**src/rtl/risc_sequencer_if.sv**
```systemverilog
// Datapath-facing bundle for risc_sequencer: IR/flag/memory inputs, phase, strobes and status.
// master is the sequencer side and slave is the datapath side.
interface risc_sequencer_if #(
  parameter int unsigned OPCODE_W = 3
);
  logic [OPCODE_W-1:0] opcode;
  logic                zero;
  logic                mem_rdy;
  logic                go;
  logic [2:0]          phase;
  logic                sel;
  logic                rd;
  logic                ld_ir;
  logic                inc_pc;
  logic                halt;
  logic                ld_pc;
  logic                data_e;
  logic                ld_ac;
  logic                wr;
  logic                halted;
  logic                timeout_err;
  logic                illegal;

  modport master (
    input  opcode, zero, mem_rdy, go,
    output phase, sel, rd, ld_ir, inc_pc, halt, ld_pc, data_e, ld_ac, wr,
    output halted, timeout_err, illegal
  );

  modport slave (
    output opcode, zero, mem_rdy, go,
    input  phase, sel, rd, ld_ir, inc_pc, halt, ld_pc, data_e, ld_ac, wr,
    input  halted, timeout_err, illegal
  );
endinterface

```
**src/rtl/risc_sequencer.sv**
```systemverilog
// Self-sequencing VeriRISC controller: 8-phase cycle counter with decoded datapath strobes.
// Define RISC_SEQ_WAIT_EN to honour mem_rdy wait states and the stall timeout.
module risc_sequencer #(
  parameter int unsigned OPCODE_W = 3,
  parameter int unsigned TIMEOUT  = 15
) (
  input logic              clk,
  input logic              rst_,
  risc_sequencer_if.master bus
);
  localparam logic [2:0] OpHlt = 3'd0;
  localparam logic [2:0] OpSkz = 3'd1;
  localparam logic [2:0] OpAdd = 3'd2;
  localparam logic [2:0] OpAnd = 3'd3;
  localparam logic [2:0] OpXor = 3'd4;
  localparam logic [2:0] OpLda = 3'd5;
  localparam logic [2:0] OpSto = 3'd6;
  localparam logic [2:0] OpJmp = 3'd7;

  logic [2:0] phase_q, phase_d;
  logic       halted_q, halted_d;
  logic       hlt_q, hlt_d;
  logic       stall, timeout_hit;
  logic [2:0] op;
  logic       legal;
  logic       is_hlt, is_skz, is_alu, is_sto, is_jmp;
  logic       sel_r, rd_r, ld_ir_r, inc_pc_r, halt_r, ld_pc_r, data_e_r, ld_ac_r, wr_r;
  logic       mem_phase;

  assign op = bus.opcode[2:0];

  generate
    if (OPCODE_W > 3) begin : g_wide
      assign legal = ~|bus.opcode[OPCODE_W-1:3];
    end else begin : g_narrow
      assign legal = 1'b1;
    end
  endgenerate

  assign is_hlt = legal && (op == OpHlt);
  assign is_skz = legal && (op == OpSkz);
  assign is_alu = legal && ((op == OpAdd) || (op == OpAnd) || (op == OpXor) || (op == OpLda));
  assign is_sto = legal && (op == OpSto);
  assign is_jmp = legal && (op == OpJmp);

  // Raw decode ignores halted so the memory-phase test stays valid while frozen.
  always_comb begin
    sel_r    = (phase_q <= 3'd3);
    rd_r     = ((phase_q >= 3'd1) && (phase_q <= 3'd3)) || ((phase_q >= 3'd5) && is_alu);
    ld_ir_r  = (phase_q == 3'd2) || (phase_q == 3'd3);
    inc_pc_r = (phase_q == 3'd4) || ((phase_q == 3'd6) && is_skz && bus.zero);
    halt_r   = (phase_q == 3'd4) && is_hlt;
    ld_pc_r  = (phase_q >= 3'd6) && is_jmp;
    data_e_r = (phase_q >= 3'd6) && is_sto;
    ld_ac_r  = (phase_q == 3'd7) && is_alu;
    wr_r     = (phase_q == 3'd7) && is_sto;
  end

  assign mem_phase = rd_r | wr_r;

  assign bus.phase   = phase_q;
  assign bus.sel     = sel_r & ~halted_q;
  assign bus.rd      = rd_r & ~halted_q;
  assign bus.ld_ir   = ld_ir_r & ~halted_q;
  assign bus.inc_pc  = inc_pc_r & ~halted_q;
  assign bus.halt    = halted_q ? hlt_q : halt_r;
  assign bus.ld_pc   = ld_pc_r & ~halted_q;
  assign bus.data_e  = data_e_r & ~halted_q;
  assign bus.ld_ac   = ld_ac_r & ~halted_q;
  assign bus.wr      = wr_r & ~halted_q;
  assign bus.halted  = halted_q;
  assign bus.illegal = ~halted_q & ~legal & (phase_q == 3'd4);

`ifdef RISC_SEQ_WAIT_EN
  localparam logic [7:0] TimeoutCnt = 8'(TIMEOUT);

  logic [7:0] cnt_q, cnt_d;
  logic       terr_q, terr_d;

  assign stall       = mem_phase & ~bus.mem_rdy;
  assign timeout_hit = stall & (cnt_q == TimeoutCnt);

  always_comb begin
    cnt_d  = cnt_q;
    terr_d = terr_q;
    if (halted_q) begin
      if (bus.go) begin
        cnt_d  = '0;
        terr_d = 1'b0;
      end
    end else if (timeout_hit) begin
      terr_d = 1'b1;
    end else if (stall) begin
      cnt_d = cnt_q + 8'd1;
    end else begin
      cnt_d = '0;
    end
  end

  always_ff @(posedge clk) begin
    if (!rst_) begin
      cnt_q  <= '0;
      terr_q <= 1'b0;
    end else begin
      cnt_q  <= cnt_d;
      terr_q <= terr_d;
    end
  end

  assign bus.timeout_err = terr_q;
`else
  logic unused_mem_rdy;

  assign unused_mem_rdy  = bus.mem_rdy;
  assign stall           = 1'b0;
  assign timeout_hit     = 1'b0;
  assign bus.timeout_err = 1'b0;
`endif

  always_comb begin
    phase_d  = phase_q;
    halted_d = halted_q;
    hlt_d    = hlt_q;
    if (halted_q) begin
      if (bus.go) begin
        halted_d = 1'b0;
        hlt_d    = 1'b0;
        if (!stall) phase_d = phase_q + 3'd1;
      end
    end else if (timeout_hit) begin
      halted_d = 1'b1;
    end else if (!stall) begin
      phase_d = phase_q + 3'd1;
      if (halt_r) begin
        halted_d = 1'b1;
        hlt_d    = 1'b1;
      end
    end
  end

  always_ff @(posedge clk) begin
    if (!rst_) begin
      phase_q  <= '0;
      halted_q <= 1'b0;
      hlt_q    <= 1'b0;
    end else begin
      phase_q  <= phase_d;
      halted_q <= halted_d;
      hlt_q    <= hlt_d;
    end
  end
endmodule

```
**src/flat_wrapper.sv**
```systemverilog
// flat-port wrapper written by rule: the top's interface ports become plain ports
module risc_sequencer_flat 
#(
  parameter int unsigned OPCODE_W = 3,
  parameter int unsigned TIMEOUT  = 15
)
  (clk, rst_, bus_opcode, bus_zero, bus_mem_rdy, bus_go, bus_phase, bus_sel, bus_rd, bus_ld_ir, bus_inc_pc, bus_halt, bus_ld_pc, bus_data_e, bus_ld_ac, bus_wr, bus_halted, bus_timeout_err, bus_illegal);
  risc_sequencer_if #(.OPCODE_W(OPCODE_W)) bus_i ();
  input logic clk;
  input logic rst_;
  input wire logic [$bits(bus_i.opcode)-1:0] bus_opcode;
  input wire logic [$bits(bus_i.zero)-1:0] bus_zero;
  input wire logic [$bits(bus_i.mem_rdy)-1:0] bus_mem_rdy;
  input wire logic [$bits(bus_i.go)-1:0] bus_go;
  output wire logic [$bits(bus_i.phase)-1:0] bus_phase;
  output wire logic [$bits(bus_i.sel)-1:0] bus_sel;
  output wire logic [$bits(bus_i.rd)-1:0] bus_rd;
  output wire logic [$bits(bus_i.ld_ir)-1:0] bus_ld_ir;
  output wire logic [$bits(bus_i.inc_pc)-1:0] bus_inc_pc;
  output wire logic [$bits(bus_i.halt)-1:0] bus_halt;
  output wire logic [$bits(bus_i.ld_pc)-1:0] bus_ld_pc;
  output wire logic [$bits(bus_i.data_e)-1:0] bus_data_e;
  output wire logic [$bits(bus_i.ld_ac)-1:0] bus_ld_ac;
  output wire logic [$bits(bus_i.wr)-1:0] bus_wr;
  output wire logic [$bits(bus_i.halted)-1:0] bus_halted;
  output wire logic [$bits(bus_i.timeout_err)-1:0] bus_timeout_err;
  output wire logic [$bits(bus_i.illegal)-1:0] bus_illegal;
  assign bus_i.opcode = bus_opcode;
  assign bus_i.zero = bus_zero;
  assign bus_i.mem_rdy = bus_mem_rdy;
  assign bus_i.go = bus_go;
  assign bus_phase = bus_i.phase;
  assign bus_sel = bus_i.sel;
  assign bus_rd = bus_i.rd;
  assign bus_ld_ir = bus_i.ld_ir;
  assign bus_inc_pc = bus_i.inc_pc;
  assign bus_halt = bus_i.halt;
  assign bus_ld_pc = bus_i.ld_pc;
  assign bus_data_e = bus_i.data_e;
  assign bus_ld_ac = bus_i.ld_ac;
  assign bus_wr = bus_i.wr;
  assign bus_halted = bus_i.halted;
  assign bus_timeout_err = bus_i.timeout_err;
  assign bus_illegal = bus_i.illegal;
  risc_sequencer #(.OPCODE_W(OPCODE_W), .TIMEOUT(TIMEOUT)) u_core (.clk(clk), .rst_(rst_), .bus(bus_i));
endmodule
```
**config.mk**
```make
export PLATFORM = sky130hd
export DESIGN_NAME = risc_sequencer_flat
export DESIGN_NICKNAME = d
export VERILOG_FILES = /design/src/rtl/risc_sequencer_if.sv /design/src/rtl/risc_sequencer.sv /design/src/flat_wrapper.sv
export SDC_FILE = /design/constraint.sdc
export NUM_CORES = 1
export LEC_CHECK = 0
export ABC_AREA = 1
export CORE_AREA = 2 2 39 41
export CTS_BUF_LIST = sky130_fd_sc_hd__clkbuf_8
export CTS_CLUSTER_SIZE = 8
export DETAILED_ROUTE_END_ITERATION = 8
export DIE_AREA = 0 0 41 43
export GPL_TIMING_DRIVEN = 0
export PLACE_DENSITY = 0.71
export SYNTH_ARGS = -nofsm -noshare
export SYNTH_HDL_FRONTEND = slang
export SYNTH_SLANG_ARGS = --single-unit
```
**constraint.sdc**
```tcl
create_clock -name clk -period 1.4 [get_ports clk]
set_input_delay 0.28 -clock clk [delete_from_list [all_inputs] [get_ports clk]]
set_output_delay 0.28 -clock clk [all_outputs]
set_load 0.03 [all_outputs]
```
==> results of run 1 <==
through the flow:
step	worst slack (ns)	power, mW	utilization
2_1_floorplan	-0.168	0.309	-
3_3_place_gp	-0.732	0.383	0.542
3_5_place_dp	-0.730	0.388	0.542
4_1_cts	-0.208	0.678	0.620
5_1_grt	-0.269	0.729	0.656
6_report	-0.203	0.691	0.656
critical path, cell delays in order (launching register included):
cell     delay [ns]
dfxtp_4        0.39
ha_4           0.15
ha_4           0.12
inv_2          0.05
nand2_2        0.07
nand2_2        0.05
a21oi_2        0.12
buf_6          0.14
sequential cells by signal, indices dropped and copies added, names as in the netlist:
| register | count |
|---|---|
| u_core.hlt_q | 1 |
| u_core.bus.phase | 3 |
| u_core.bus.halted | 1 |
repair_timing:
action | CTS | global route
resized for setup | 82 | 8
endpoints found under the setup margin | 13 | 8
buffers inserted | 2 | 4
pin swaps | 5 | 5
worst max path at each step:
| stage | from | to | cells after the start |
|---|---|---|---|
| floorplan | u_core.bus.phase[0] | bus_rd | 6 |
| finish | u_core.bus.phase[1] | bus_rd | 7 |
| detailed placement | bus_opcode[2] | bus_inc_pc | 5 |
| CTS | u_core.bus.phase[0] | bus_rd | 7 |
| global placement | bus_opcode[2] | bus_inc_pc | 5 |
| global route | u_core.bus.phase[1] | bus_rd | 7 |
Yosys cell counts:
cell	instances	area [µm²]
buf_4	2	15.0
buf_6	2	22.5
inv_2	1	3.75
ha_1	6	75.1
dfxtp_1	5	100
inv_1	10	37.5
o21ai_0	4	20.0
nor3_1	2	10.0
nor2_1	6	22.5
nand2_4	1	11.3
conb_1	1	3.75
nand3_1	3	15.0
nand2_2	1	6.26
nand3_2	1	10.0
nor2_4	1	11.3
a21oi_1	8	40.0
nand2_1	17	63.8
cells by family after synthesis:
family,share of synthesized area
and+or+nand+nor,0.321
buffers and inverters,0.168
AOI/OAI and AO/OA,0.128
adders and majority gates,0.160
DFF,0.214
other,0.00801
power by group through the flow:
stage | registers [mW] | clock network, mW | logic, mW
2_1_floorplan | 0.181 | 0 | 0.127
5_1_grt | 0.170 | 0.277 | 0.282
4_1_cts | 0.167 | 0.269 | 0.242
6_report | 0.169 | 0.260 | 0.262
3_5_place_dp | 0.169 | 0 | 0.218
3_3_place_gp | 0.169 | 0 | 0.214
per-layer routing:
layer,vias to the layer above,global-route usage,part of all wire
met2,19,0.275,0.54
li1,275,-,-
met3,3,0.0314,0.060
met4,0,0.100,0.020
met1,238,0.172,0.37
met5,-,0,0
cell type report:
type                            count  share of cell area
Buffer                              4              0.0414
Clock buffer                        3              0.0455
Clock inverter                      1             0.00414
Inverter                           11              0.0510
Multi-Input combinational cell     52               0.452
Sequential cell                     5               0.120
Tap cell                           16              0.0221
Timing Repair Buffer               25               0.263
layout by cell type (no fill, tap or decap):
cell,instances
ha_4,2
clkbuf_8,3
nor2_4,3
dfxtp_1,2
ha_2,2
buf_6,8
nand3_2,3
o21ai_0,4
ha_1,2
nand2_1,11
buf_2,1
dfxtp_2,1
nand2_4,1
nor3_4,1
nor2_1,2
inv_2,3
buf_4,9
a21oi_2,1
inv_1,7
nor2_2,2
dfxtp_4,2
a21oi_1,5
conb_1,2
nor3_2,1
a21oi_4,2
dlygate4sd2_1,5
clkdlybuf4s50_1,4
clkdlybuf4s15_1,1
nand2_2,7
nand3_1,1
buf_12,1
inv_4,2
==> summary.md, run 1 <==
| Metric | Value |
|---|---|
| Worst R2R End | u_core.hlt_q |
| Reg2Reg Depth | 7 |
| Int Power | 457 µW |
| Crit Path Category | flop to output pin |
| Ant diodes | 0 |
| Syn Inst Count | 71 |
| CTS tree | yes |
| # H-tree levels | 1 |
| Ys Warns | 0 |
| Gr usage total | 0.163 |
| Initial Utilization | 0.338 |
| Root Driver | clkbuf_8 |
| CP Capture Type | output pin |
| Core area | 1380 µm² |
| Final Non-Filler Cells | 117 |
| Via count | 535 |
| Hold-critical path depth | 2 |
| Combinational group share of total power | 0.380 |
| Share of layout cells above drive strength 1 | 0.545 |
| Post-synth cell types | 17 |
| Total CTS buffers | 3 |
| Outcome | complete, but fails checks |
| Sequential area share after synthesis | 0.214 |
| Initial antenna violation count | 0 |
| Sw Share | 0.338 |
| Vias in the first global route | 491 |
| Hold EP | u_core.hlt_q |
| Die width | 41 µm |
| Placed Area | 751 µm² |
| Type of the most critical hold path | flop to flop |
| Reg2reg start | u_core.bus.phase[1] |
| Power Density | 762 nW/µm² |
| Largest net degree at the start of global routing | 9 |
| Hold_ws | 0.498 ns |
| Slew Limit Fails | 0 |
| Final setup skew | 0.00166 ns |
| Max FO, Critical Path | 6 |
| Max-cap violations | 0 |
| Final Setup Violations | 9 |
| Pleak | 0.421 nW |
| Die Height | 43 µm |
| Worst Path Arrival | 1.32 ns |
| Final period util | 1.15 |
| Reg power frac | 0.244 |
| Remaining Overflow, GRT | 0 |
| Clk network pwr share | 0.376 |
| Area occupied by multi-input gates | 410 µm² |
| Cell area after layout | 907 µm² |
| Dpl cells | 107 |
| Drt drc | 0 |
| Drt wl/cell | 11.2 µm |
| Failing checks | setup timing |
| Drt initial violations | 6 |
| DR pass1 iterations | 3 |
| Worst-path clk slew | 0.04 ns |
| Filler Cell Count | 133 |
| Final nets | 116 |
| FF-to-FF setup slack | 0.22 ns |
| RSZ-0062 raised after global routing | yes |
| Hold_buf cts | 0 |
| Worst setup margin | -0.203 ns |
| Syn avg cell area | 6.59 µm² |
| Clock Path Buffers | 2 |
| Antenna Nets Post-Route | 0 |
| Number of synthesized register bits | 5 |
| Vias per Instance | 4.57 |
| Achievable frequency | 624 MHz |
| Num ports | 23 |
| Num Clock Sinks | 5 |
| IO Port Bufs | 19 |
| Row cnt | 14 |
| Final setup TNS | -1.09 ns |
| Fin. Hold Viols | 0 |
| Worst VDD drop | 0.000592 V |
| Switch Pwr | 234 µW |
| Required @ worst endpoint | 1.12 ns |
| First-pass GRT wire length | 1950 µm |
| Die area | 1760 µm² |
| HPWL after DPL | 890 µm |
| Min cycle time layout | 1.60 ns |
| Hold Path Origin | u_core.hlt_q |
| Register area | 109 µm² |
| Total Wirelength | 1310 µm |
| Critical Path Source Type | flop |
| Synthesized area | 468 µm² |
| Placer congestion estimate | 0.677 |
| Clock Latency Late Sink | 0.22 ns |
| Area Growth Syn to Fin | 93.9% |
Note: power is estimated with default switching activity, not from simulation.
==> inputs of run 2 (changes only) <==
--- a/config.mk
+++ b/config.mk
@@ -6,11 +6,12 @@
 export NUM_CORES = 1
 export LEC_CHECK = 0
 export ABC_AREA = 1
-export CORE_AREA = 2 2 39 41
+export CORE_AREA = 5 5 42 44
 export CTS_BUF_LIST = sky130_fd_sc_hd__clkbuf_8
 export CTS_CLUSTER_SIZE = 8
 export DETAILED_ROUTE_END_ITERATION = 8
-export DIE_AREA = 0 0 41 43
+export DIE_AREA = 0 0 47 49
+export GPL_ROUTABILITY_DRIVEN = 0
 export GPL_TIMING_DRIVEN = 0
 export PLACE_DENSITY = 0.71
 export SYNTH_ARGS = -nofsm -noshare
==> run 2 against run 1 <==
The flow still finishes with violations (setup timing). Power grew 0.92%. Die area grew 31%. Sequential power is essentially flat. Flip-flop and latch count is the same. Worst hold slack lost 0.024 ns. Critical path type unchanged. Critical endpoint unchanged.
==> summary.md, run 2 (synthesis gave the netlist of run 1 again) <==
| Metric | Value |
|---|---|
| CP Capture Type | output pin |
| Worst setup margin | -0.204 ns |
| Final setup TNS | -0.955 ns |
| Hold_buf cts | 0 |
| Area Growth Syn to Fin | 98.7% |
| Num ports | 23 |
| RSZ-0062 raised after global routing | yes |
| Drt drc | 0 |
| Clock Latency Late Sink | 0.22 ns |
| Die Height | 49 µm |
| Clock Path Buffers | 2 |
| Tot Pwr | 697 µW |
| Max reg flops | 3 |
| Filler Cell Count | 134 |
| Final nets | 114 |
| Via count | 525 |
| Final setup skew | 0.000397 ns |
| Root Driver | clkbuf_8 |
| Final Setup Violations | 7 |
| Initial antenna violation count | 0 |
| Core area | 1400 µm² |
| Min cycle time layout | 1.60 ns |
| Total Wirelength | 1300 µm |
| Gr usage total | 0.108 |
| Die width | 47 µm |
| CTS tree | yes |
| Fin. Hold Viols | 0 |
| HPWL after DPL | 848 µm |
| Hold-critical path depth | 2 |
| Required @ worst endpoint | 1.12 ns |
| Vias in the first global route | 451 |
| Reg2Reg Depth | 7 |
| Die area | 2300 µm² |
| Drt wl/cell | 11.3 µm |
| Worst VDD drop | 0.000595 V |
| Final Non-Filler Cells | 115 |
| Crit Path Category | flop to output pin |
| Final period util | 1.15 |
| Drt initial violations | 4 |
| Worst-path clk slew | 0.04 ns |
| Largest net degree at the start of global routing | 9 |
| IO Port Bufs | 19 |
| First-pass GRT wire length | 1850 µm |
| DR pass1 iterations | 3 |
| Num Clock Sinks | 5 |
| Max FO, Critical Path | 6 |
| Ant diodes | 0 |
| Achievable frequency | 624 MHz |
| Power Density | 750 nW/µm² |
| Pleak | 0.422 nW |
| Area occupied by multi-input gates | 445 µm² |
| Share of layout cells above drive strength 1 | 0.576 |
| Slew Limit Fails | 0 |
| Type of the most critical hold path | flop to flop |
| Max-cap violations | 0 |
| Dpl cells | 107 |
| Total CTS buffers | 3 |
| Final Util | 0.663 |
| Outcome | complete, but fails checks |
| Failing checks | setup timing |
| Register area | 109 µm² |
| Remaining Overflow, GRT | 0 |
| Antenna Nets Post-Route | 0 |
| Critical Path Source Type | flop |
| # H-tree levels | 1 |
| Initial Utilization | 0.334 |
| Row cnt | 14 |
| Worst Path Arrival | 1.32 ns |
| Commonest cells after routing, fill and taps aside | buf_6 (10), nand2_1 (10), nand2_2 (8), buf_4 (7), dlygate4sd2_1 (7) |
| Vias per Instance | 4.57 |
-- run 2: final cells by class --
| class | count | share of cell area |
|---|---|---|
| timing repair buffer | 23 | 0.236 |
| buffer | 4 | 0.0404 |
| clock inverter | 1 | 0.00404 |
| sequential | 5 | 0.117 |
| inverter | 11 | 0.0579 |
| tap | 16 | 0.0215 |
| multi-input combinational | 52 | 0.479 |
| clock buffer | 3 | 0.0444 |
-- run 2: power by group --
group / internal [mW] / switching [mW] / total (mW)
Clock: 0.188 / 0.0750 / 0.263
Sequential: 0.152 / 0.0182 / 0.171
Combinational: 0.112 / 0.151 / 0.263
-- run 2: per-stage QoR --
step / cell area, µm² / worst slack [ns] / hold WS [ns]
after floorplan: 541 / -0.168 / 0.408
after CTS: 877 / -0.196 / 0.473
after detailed placement: 751 / -0.751 / 0.467
after global placement: 751 / -0.731 / 0.464
final: 930 / -0.204 / 0.473
after global routing: 930 / -0.282 / 0.517
-- run 2: timing repair --
action	in CTS	in global routing
gates resized for setup	89	12
endpoints found under the setup margin	13	9
pin swaps	5	6
buffers inserted	2	2
endpoints found under the hold margin	0	0
-- run 2: worst max-delay path: stages, from the launching register on --
cell     delay [ns]
dfxtp_4        0.40
ha_4           0.16
ha_4           0.13
inv_4          0.04
nand2_2        0.06
nand2_2        0.05
a21oi_2        0.12
buf_6          0.14
-- run 2: layer usage --
layer,GRT usage,vias up,share of wire
li1,-,279,-
met1,0.127,231,0.39
met2,0.174,15,0.55
met3,0.0369,0,0.053
met4,0.0415,0,0
met5,0,-,0
-- run 2: worst paths after layout --
kind,slack (ns),to,start
max,-0.20,bus_rd,u_core.bus.phase[1]
min,0.47,u_core.hlt_q,u_core.hlt_q
max reg2reg,0.20,u_core.bus.halted,u_core.bus.phase[0]
min reg2reg,0.47,u_core.hlt_q,u_core.hlt_q
==> inputs of run 3 (changes only) <==
--- a/config.mk
+++ b/config.mk
@@ -5,7 +5,7 @@
 export SDC_FILE = /design/constraint.sdc
 export NUM_CORES = 1
 export LEC_CHECK = 0
-export ABC_AREA = 1
+export ABC_AREA = 0
 export CORE_AREA = 5 5 42 44
 export CTS_BUF_LIST = sky130_fd_sc_hd__clkbuf_8
 export CTS_CLUSTER_SIZE = 8
@@ -13,7 +13,7 @@
 export DIE_AREA = 0 0 47 49
 export GPL_ROUTABILITY_DRIVEN = 0
 export GPL_TIMING_DRIVEN = 0
-export PLACE_DENSITY = 0.71
+export PLACE_DENSITY = 0.7
 export SYNTH_ARGS = -nofsm -noshare
 export SYNTH_HDL_FRONTEND = slang
 export SYNTH_SLANG_ARGS = --single-unit
==> run 3 against run 2 <==
The run still ends with setup timing left. Critical endpoint unchanged. Clock skew is essentially flat. Die area unchanged. Worst hold slack got worse by 0.018 ns.
==> summary.md, run 3 <==
| Metric | Value |
|---|---|
| Top cells by area, synth | dfxtp_1 (22%), ha_1 (17%), nand2_1 (6.7%), xnor2_1 (3.9%), o311ai_2 (3.6%) |
| Type of the most critical hold path | flop to flop |
| Achievable frequency | 624 MHz |
| Vias in the first global route | 566 |
| Critical Path Source Type | flop |
| Pleak | 0.417 nW |
| Max-cap violations | 0 |
| Crit Path Category | flop to output pin |
| Slowest stage cell on the critical path | dfxtp_4 |
| Largest net degree at the start of global routing | 10 |
| Drt wl/cell | 13.2 µm |
| Ys Warns | 0 |
| Remaining Overflow, GRT | 0 |
| Worst Path Arrival | 1.32 ns |
| # H-tree levels | 1 |
| Die width | 47 µm |
| Ant diodes | 0 |
| Slew Limit Fails | 0 |
| Commonest non-fill, non-tap cell in the layout | buf_6 |
| Vias per Instance | 4.79 |
| DR pass1 iterations | 1 |
| Min cycle time layout | 1.60 ns |
| HPWL after DPL | 885 µm |
| Drt initial violations | 0 |
| Commonest cells after routing, fill and taps aside | buf_6 (10), buf_4 (9), dlygate4sd2_1 (7), nand2_1 (5), ha_4 (5) |
| Worst setup margin | -0.202 ns |
| Crit-path max cell delay | 0.35 ns |
| Failing checks | setup timing |
| Max FO, Critical Path | 9 |
| Required @ worst endpoint | 1.12 ns |
| RSZ-0062 raised after global routing | yes |
| Final setup skew | 0.000657 ns |
| Final nets | 102 |
| Num ports | 23 |
| Tot Pwr | 695 µW |
| Most frequent cell after synthesis | nand2_1 |
| CTS tree | yes |
| Crit-path cells | buf_8 -> inv_2 -> ha_4 -> o311ai_4 -> o21ai_2 -> buf_6 |
| Post-synth EDFFs | 0 |
| Final setup TNS | -1.24 ns |
| First-pass GRT wire length | 2320 µm |
| Num Clock Sinks | 5 |
| Total Wirelength | 1360 µm |
| Initial antenna violation count | 0 |
| Row cnt | 14 |
| Final Util | 0.704 |
| CP Capture Type | output pin |
| IO Port Bufs | 19 |
| Hold_buf cts | 0 |
| Core area | 1400 µm² |
| Initial Utilization | 0.321 |
| Final Setup Violations | 8 |
| Async SR Flop Fraction | 0 |
| Antenna Nets Post-Route | 0 |
| Synthesized area | 450 µm² |
| Power Density | 704 nW/µm² |
| Clock Latency Late Sink | 0.22 ns |
| Clock Path Buffers | 2 |
| Share of layout cells above drive strength 1 | 0.632 |
| Area Growth Syn to Fin | 119% |
| Die area | 2300 µm² |
| Max reg flops | 3 |
| Post-synth top flop | dfxtp_1 |
| Die Height | 49 µm |
| Syn Inst Count | 54 |
| Fin. Hold Viols | 0 |
| Synth top area share | 0.222 |
| Drt drc | 0 |
| Syn avg cell area | 8.34 µm² |
| Cell taking the most area after synthesis | dfxtp_1 |
| Root Driver | clkbuf_8 |
| Final period util | 1.14 |
| Top post-synthesis cells by count | nand2_1 (8), ha_1 (6), dfxtp_1 (5) |
| Worst-path clk slew | 0.03 ns |
| Via count | 493 |
| Gr usage total | 0.141 |
| Total CTS buffers | 3 |
| Outcome | complete, but fails checks |
| Post-synth cell types | 27 |
| Worst VDD drop | 0.000756 V |
| Sequential area share after synthesis | 0.222 |
| Number of synthesized register bits | 5 |
==> run 3: changes by cell type after synthesis, sizes merged, moves of 3 or more <==
cell,change
a21oi,-7
inv,-7
nand2,-11
nand3,-3
nor2,-5
o21ai,-3
==> run 3: area by class of cell <==
| type | count | area, µm² |
|---|---|---|
| multi-input combinational | 42 | 487 |
| fill | 114 | 415 |
| timing repair buffer | 28 | 258 |
| sequential | 5 | 115 |
| clock buffer | 3 | 41.3 |
| buffer | 4 | 41.3 |
| inverter | 4 | 20.0 |
| tap | 16 | 20.0 |
| clock inverter | 1 | 3.75 |
==> run 3: kinds of logic after synthesis <==
group                      count (synthesis)  share of synthesized area
AOI/OAI and AO/OA                          9                      0.172
xor gates and xnor gates                   2                     0.0389
adders and majority gates                  6                      0.167
buffers and inverters                      8                     0.0889
DFF                                        5                      0.222
muxes                                      1                     0.0222
other                                      1                    0.00833
and+or+nand+nor                           22                      0.281
==> run 3: critical path, delay by kind of cell (launching register included) <==
family,cells,cell delay [ns]
buffers and inverters,3,0.40
DFF,1,0.35
AOI/OAI and AO/OA,2,0.17
adders and majority gates,1,0.18
==> run 3: path summary, 6_finish.rpt <==
kind	slack, ns	cells past startpoint	to	start
setup / recovery	-0.20	6	bus_rd	u_core.bus.phase[2]
hold / removal	0.46	2	u_core.hlt_q	u_core.hlt_q
hold reg to reg	0.46	2	u_core.hlt_q	u_core.hlt_q
setup reg to reg	0.13	7	u_core.bus.halted	u_core.bus.phase[1]
==> run 3: power breakdown <==
part / total [mW] / switching, mW / internal, mW / leakage, nW
Clock: 0.256 / 0.0680 / 0.188 / 0.0269
Combinational: 0.272 / 0.147 / 0.125 / 0.346
Sequential: 0.167 / 0.0173 / 0.150 / 0.0436
Total: 0.695 / 0.232 / 0.462 / 0.417
==> run 3: repair_timing <==
action | 4_1_cts | 5_1_grt
cloned | 1 | 0
endpoints found under the setup margin | 13 | 10
pin swaps | 3 | 5
endpoints found under the hold margin | 0 | 0
resized for setup | 87 | 8
setup buffers | 8 | 3
==> run 3: metal layers <==
| metal | vias up | track usage | part of all wire |
|---|---|---|---|
| met5 | - | 0 | 0 |
| li1 | 250 | - | - |
| met1 | 225 | 0.152 | 0.37 |
| met3 | 4 | 0.0148 | 0.051 |
| met2 | 14 | 0.233 | 0.54 |
| met4 | 0 | 0.111 | 0.030 |
==> run 3: per-stage QoR <==
stage          setup slack (ns)  cells  cell area [µm²]  hold slack, ns
2_1_floorplan           -0.0245     55              551           0.401
3_3_place_gp             -0.852     90              761           0.446
3_5_place_dp             -0.871     90              761           0.452
4_1_cts                  -0.211    103              941           0.457
5_1_grt                  -0.308    103              986           0.501
6_report                 -0.202    103              986           0.456
